### src/rtl/wisc_instr_encoder.sv
// wisc_instr_encoder
//   Packs decoded WISC-S25 instruction requests into 16-bit words, buffers
//   them in a small FIFO and writes them to consecutive even addresses of
//   instruction memory. Used by the boot/test loader before the core runs.
//
// Ports
//   clk, rst_n          rising-edge clock, asynchronous active-low reset
//   start               begin a program load (honoured in IDLE or DONE only)
//   in_valid/in_ready   request handshake; in_op/rd/rs/rt/imm/cond = fields
//   mem_addr/mem_wdata  write address / encoded word (wdata is 0 when idle)
//   mem_we/mem_ready    memory write handshake
//   enc_err             one-cycle pulse after an illegal request is dropped
//   addr_wrap           sticky: write address wrapped past the top
//   busy/done           state is LOAD or DRAIN / state is DONE
//   dbg_state           current FSM state (IDLE=0, LOAD=1, DRAIN=2, DONE=3)
//
// Handshakes: a transfer happens on a rising edge where valid & ready are
// both high. Once mem_we is raised, mem_addr and mem_wdata hold until
// mem_ready accepts the word; in_ready never depends on a same-cycle pop.
module wisc_instr_encoder #(
    parameter int ADDR_W     = 16,
    parameter int FIFO_DEPTH = 4,
    parameter int BASE_ADDR  = 0
) (
    input  logic              clk,
    input  logic              rst_n,
    input  logic              start,
    input  logic              in_valid,
    output logic              in_ready,
    input  logic [3:0]        in_op,
    input  logic [3:0]        in_rd,
    input  logic [3:0]        in_rs,
    input  logic [3:0]        in_rt,
    input  logic [8:0]        in_imm,
    input  logic [2:0]        in_cond,
    output logic [ADDR_W-1:0] mem_addr,
    output logic [15:0]       mem_wdata,
    output logic              mem_we,
    input  logic              mem_ready,
    output logic              enc_err,
    output logic              addr_wrap,
    output logic              busy,
    output logic              done,
    output logic [1:0]        dbg_state
);

    localparam int PTR_W = $clog2(FIFO_DEPTH);
    localparam int CNT_W = PTR_W + 1;
    localparam logic [ADDR_W-1:0] ADDR_LAST = {{(ADDR_W-1){1'b1}}, 1'b0};

    typedef enum logic [1:0] {S_IDLE, S_LOAD, S_DRAIN, S_DONE} state_t;

    state_t             state_q, state_d;
    logic [ADDR_W-1:0]  addr_q, addr_d;
    logic               wrap_q, wrap_d;
    logic               enc_err_q;
    logic [15:0]        fifo_q [FIFO_DEPTH];
    logic [PTR_W-1:0]   wr_ptr_q, rd_ptr_q;
    logic [CNT_W-1:0]   count_q, count_d;

    logic        enc_legal;
    logic [15:0] enc_word;
    logic        fifo_full, fifo_empty;
    logic        accept, push, pop, start_load;

    // Encoder: the inverse of the core's control decoder.
    always_comb begin
        enc_legal = 1'b1;
        enc_word  = 16'h0000;
        case (in_op)
            4'b0000, 4'b0001, 4'b0010, 4'b0011, 4'b0111:
                enc_word = {in_op, in_rd, in_rs, in_rt};
            4'b0100, 4'b0101, 4'b0110: begin
                enc_word  = {in_op, in_rd, in_rs, in_imm[3:0]};
                enc_legal = (in_imm[8:4] == 5'b0);
            end
            4'b1000, 4'b1001: begin
                // Word offset: must be even and fit a 5-bit signed byte offset.
                enc_word  = {in_op, in_rd, in_rs, in_imm[4:1]};
                enc_legal = !in_imm[0] && (in_imm[8:5] == {4{in_imm[4]}});
            end
            4'b1010, 4'b1011: begin
                enc_word  = {in_op, in_rd, in_imm[7:0]};
                enc_legal = !in_imm[8];
            end
            4'b1100: enc_word = {in_op, in_cond, in_imm};
            4'b1101: enc_word = {in_op, in_cond, 1'b0, in_rs, 4'b0000};
            4'b1110: enc_word = {in_op, in_rd, 8'h00};
            default: enc_word = 16'hF000;
        endcase
    end

    assign fifo_full  = (count_q == CNT_W'(FIFO_DEPTH));
    assign fifo_empty = (count_q == '0);

    assign in_ready   = (state_q == S_LOAD) && !fifo_full;
    assign accept     = in_valid && in_ready;
    assign push       = accept && enc_legal;
    assign mem_we     = ((state_q == S_LOAD) || (state_q == S_DRAIN)) && !fifo_empty;
    assign pop        = mem_we && mem_ready;
    assign start_load = start && ((state_q == S_IDLE) || (state_q == S_DONE));

    always_comb begin
        count_d = count_q;
        case ({push, pop})
            2'b10:   count_d = count_q + CNT_W'(1);
            2'b01:   count_d = count_q - CNT_W'(1);
            default: count_d = count_q;
        endcase
    end

    always_comb begin
        state_d = state_q;
        addr_d  = addr_q;
        wrap_d  = wrap_q;
        case (state_q)
            S_IDLE, S_DONE: if (start) state_d = S_LOAD;
            S_LOAD:         if (accept && (in_op == 4'hF)) state_d = S_DRAIN;
            // Leave as soon as the last word is accepted so done follows it directly.
            S_DRAIN:        if (count_d == '0) state_d = S_DONE;
            default:        state_d = S_IDLE;
        endcase
        if (start_load) begin
            addr_d = ADDR_W'(BASE_ADDR);
            wrap_d = 1'b0;
        end else if (pop) begin
            addr_d = addr_q + ADDR_W'(2);
            if (addr_q == ADDR_LAST) wrap_d = 1'b1;
        end
    end

    always_ff @(posedge clk or negedge rst_n) begin
        if (!rst_n) begin
            state_q   <= S_IDLE;
            addr_q    <= ADDR_W'(BASE_ADDR);
            wrap_q    <= 1'b0;
            enc_err_q <= 1'b0;
            wr_ptr_q  <= '0;
            rd_ptr_q  <= '0;
            count_q   <= '0;
        end else begin
            state_q   <= state_d;
            addr_q    <= addr_d;
            wrap_q    <= wrap_d;
            enc_err_q <= accept && !enc_legal;
            count_q   <= count_d;
            if (push) wr_ptr_q <= wr_ptr_q + PTR_W'(1);
            if (pop)  rd_ptr_q <= rd_ptr_q + PTR_W'(1);
        end
    end

    // Storage needs no reset: the pointers and count define what is valid.
    always_ff @(posedge clk) begin
        if (push) fifo_q[wr_ptr_q] <= enc_word;
    end

    assign mem_addr  = addr_q;
    assign mem_wdata = mem_we ? fifo_q[rd_ptr_q] : 16'h0000;
    assign enc_err   = enc_err_q;
    assign addr_wrap = wrap_q;
    assign busy      = (state_q == S_LOAD) || (state_q == S_DRAIN);
    assign done      = (state_q == S_DONE);
    assign dbg_state = state_q;

endmodule

### config.mk
export PLATFORM = sky130hd
export DESIGN_NAME = wisc_instr_encoder
export DESIGN_NICKNAME = d
export VERILOG_FILES = /design/src/rtl/wisc_instr_encoder.sv
export SDC_FILE = /design/constraint.sdc
export NUM_CORES = 1
export LEC_CHECK = 0
export ABC_AREA = 1
export BUFFER_PORTS_ARGS = -buffer_cell sky130_fd_sc_hd__buf_2
export CORE_UTILIZATION = 40
export CTS_CLUSTER_SIZE = 10
export DETAILED_ROUTE_END_ITERATION = 12
export PLACE_DENSITY = 0.7
export SLEW_MARGIN = 20
export SYNTH_ARGS = -nofsm -noshare
export SYNTH_HDL_FRONTEND = slang
export SYNTH_SLANG_ARGS = --single-unit
### constraint.sdc
create_clock -name clk -period 3.09 [get_ports clk]
set_input_delay 0.1545 -clock clk [delete_from_list [all_inputs] [get_ports clk]]
set_output_delay 0.1545 -clock clk [all_outputs]
set_load 0.01 [all_outputs]
==> results.cfg <==
[clocking]
clk_pin_slew_ps = 100
clockBufferDepth = 2
clk_latency_ps = 360
cts_tree = built
cts_root_buf = clkbuf_8
cts_hold_buffers = 1
cts_resized = 0
cts_sinks = 90
cts_setup_buffers = 0
htreeDepth = 3
cts_made_buffers = 9

[worst_setup_path]
path_class = reg2reg
required_ps = 3390
cp_data_arrival_time_ps = 3090
start_kind = register
worst_setup_path_end_kind = register
critPathMaxFanout = 7
worstRegToRegCells = 16

[placed_design]
placed_cells = 679
dp_slack_ps = 348
hpwl_um = 7090
port_buffers = 71
gp_congestion = 0.882
post_dp_cell_area_um2 = 4970

[sta]
fin_ws_ps = 300
setup_tns_ps = 0
slew_violations = 0
grt_setup_unrepaired = no
period_share = 0.903
period_minus_slack_ps = 2790
worst_pin_slew_ps = 803
max-slew-margin-rel = 0.464
finalSetupViolCount = 0
finClkSkew_ps = 13.2
hold_viol = 0
max_freq_ghz = 0.358

[grt]
antenna_found_initial = 0
grt_overflow = 0
grt.total_usage = 0.190
grt_pass1_vias = 3569
grt_max_degree = 33
grt_pass1_wl_um = 16800

[logic_synthesis]
yosysMostFrequentCell = nor2_1
ys_seq_area_frac = 0.574
synth_edf_count = 64
yosys_register_bits = 90
avgSynthCellArea_um2 = 9.34
synth_fp_nets = 525
synth_top_area_cell = edfxtp_1
synth_top_flop_cell = edfxtp_1
yosysTopAreaCellShare = 0.429
ys_types = 40
async_flop_share = 0.289
synthTopCellsByArea = edfxtp_1, dfrtp_1, nor2_1, o21ai_0, nand2_1
ys.warnings.count = 0
ys_top_cells_by_count = nor2_1, nand2_1, edfxtp_1
syn_inst = 480
syn-cell-area_um2 = 4480

[pwr]
leakagePower_nw = 2.23
p_per_area_nw_per_um2 = 829
power_mw = 4.31
irDropWorstVdd_uv = 786

[floorplanning]
rows = 38
dieHeight_um = 108
die-area_um2 = 11600
die_x_um = 108
start_util = 0.412
io-pin-count = 73
core_um2 = 10900

[routing]
antenna_left = 0
drc = 0
viasPerCell = 5.08
drt_iter0_drc = 209
drt_first_pass_iters = 5
avgRoutedWirePerCell_um = 14.7
wirelength_um = 10300
num_vias = 3536

[layout]
fill_cells = 1019
drive_gt1_frac = 0.205
final_area_um2 = 5200
area_growth_pct = 15.9
layoutNonFillerInstCount = 696
num_antenna_cells = 0
multiInputGateArea_um2 = 1610
seqCellArea_um2 = 2570
layout.nets = 596

[min_path]
whs_path_depth = 3
holdCritPathClass = in2reg

[flow_run]
maxCapViolCount = 0

[run_status]
status = finished, final reports clean
-- layout by cell type (no fill, tap or decap), types with 2 or more instances in the layout --
cell type,synthesis,layout
a21oi_1,23,23
buf_2,9,71
buf_4,1,7
clkbuf_8,0,9
dfrtp_1,26,26
edfxtp_1,64,64
ha_1,11,11
inv_1,51,51
inv_2,3,3
inv_8,0,4
nand2_1,68,68
nand2_2,3,3
nand2_4,2,2
nand3_1,17,17
nand3_2,2,2
nand4_1,17,17
nor2_1,91,91
nor2_2,4,4
nor3_1,4,4
nor3_2,3,3
o21ai_0,51,51
o21ai_1,2,2
o221ai_1,2,2
xor2_1,2,2
-- stage by stage --
step	util	hold slack (ps)
2_1_floorplan	-	-141
3_3_place_gp	0.457	194
3_5_place_dp	0.457	205
4_1_cts	0.477	42.5
5_1_grt	0.477	49.9
6_report	0.477	61.6
-- flip-flops by register name, indices dropped and copies added (netlist names) --
name       cells
dbg_state      2
enc_err        1
mem_addr      15
rd_ptr_q       2
wr_ptr_q       2
count_q        3
fifo_q        64
addr_wrap      1
-- worst max-delay path, stage by stage, from the launching register on --
cell      delay [ps]
dfrtp_1          440
inv_1            100
ha_1             210
a21boi_1         240
nand2_1          110
inv_1            150
nand2_4           90
ha_1             210
inv_1             80
fa_1             400
o21ai_0          230
nor2_1            80
nand3_1           80
nand2_1           90
nand2_1          110
nand2_1           50
nand2_1           50
-- path summary, 6_finish.rpt --
kind	to	slack, ps	start
worst max-delay path	dbg_state[1]$_DFFE_PN0P_	300	dbg_state[1]$_DFFE_PN0P_
worst min-delay path	enc_err$_DFF_PN0_	60	in_valid
worst max register to register	dbg_state[1]$_DFFE_PN0P_	300	dbg_state[1]$_DFFE_PN0P_
worst min register to register	addr_wrap$_DFFE_PN0P_	490	addr_wrap$_DFFE_PN0P_
max in group asynchronous	dbg_state[0]$_DFFE_PN0P_	2350	rst_n
min in group asynchronous	count_q[2]$_DFF_PN0_	330	rst_n
-- kinds of logic (layout without fill, tap and decap cells) --
| kind of cell | count (synthesis) | count (layout) | share of synthesized area |
|---|---|---|---|
| AND/OR/NAND/NOR | 213 | 213 | 0.211 |
| flip-flops | 90 | 90 | 0.574 |
| AO/OA/AOI/OAI | 87 | 87 | 0.104 |
| buffers and inverters | 73 | 149 | 0.0667 |
| adder cells (fa/ha/maj) | 12 | 12 | 0.0352 |
| XOR/XNOR | 3 | 3 | 0.00586 |
| other | 1 | 1 | 0.000836 |
| multiplexers | 1 | 1 | 0.00223 |
-- area by class of cell --
class | count | area share
sequential | 90 | 0.495
multi-input combinational | 317 | 0.310
timing repair buffer | 79 | 0.0804
inverter | 54 | 0.0390
tap | 140 | 0.0337
clock buffer | 9 | 0.0238
clock inverter | 7 | 0.0176
-- power breakdown --
part / switching [mW] / internal, mW / total, mW / leakage (nW)
Sequential: 0.112 / 1.46 / 1.57 / 0.924
Combinational: 1.25 / 0.606 / 1.86 / 1.20
Clock: 0.476 / 0.400 / 0.876 / 0.108
Total: 1.84 / 2.47 / 4.31 / 2.23
-- routing by layer --
metal	global-route usage	share of wire
met5	0	0
met4	0.0783	0.018
met3	0.0375	0.036
met2	0.319	0.50
met1	0.240	0.45
(Power assumes the default switching activity.)
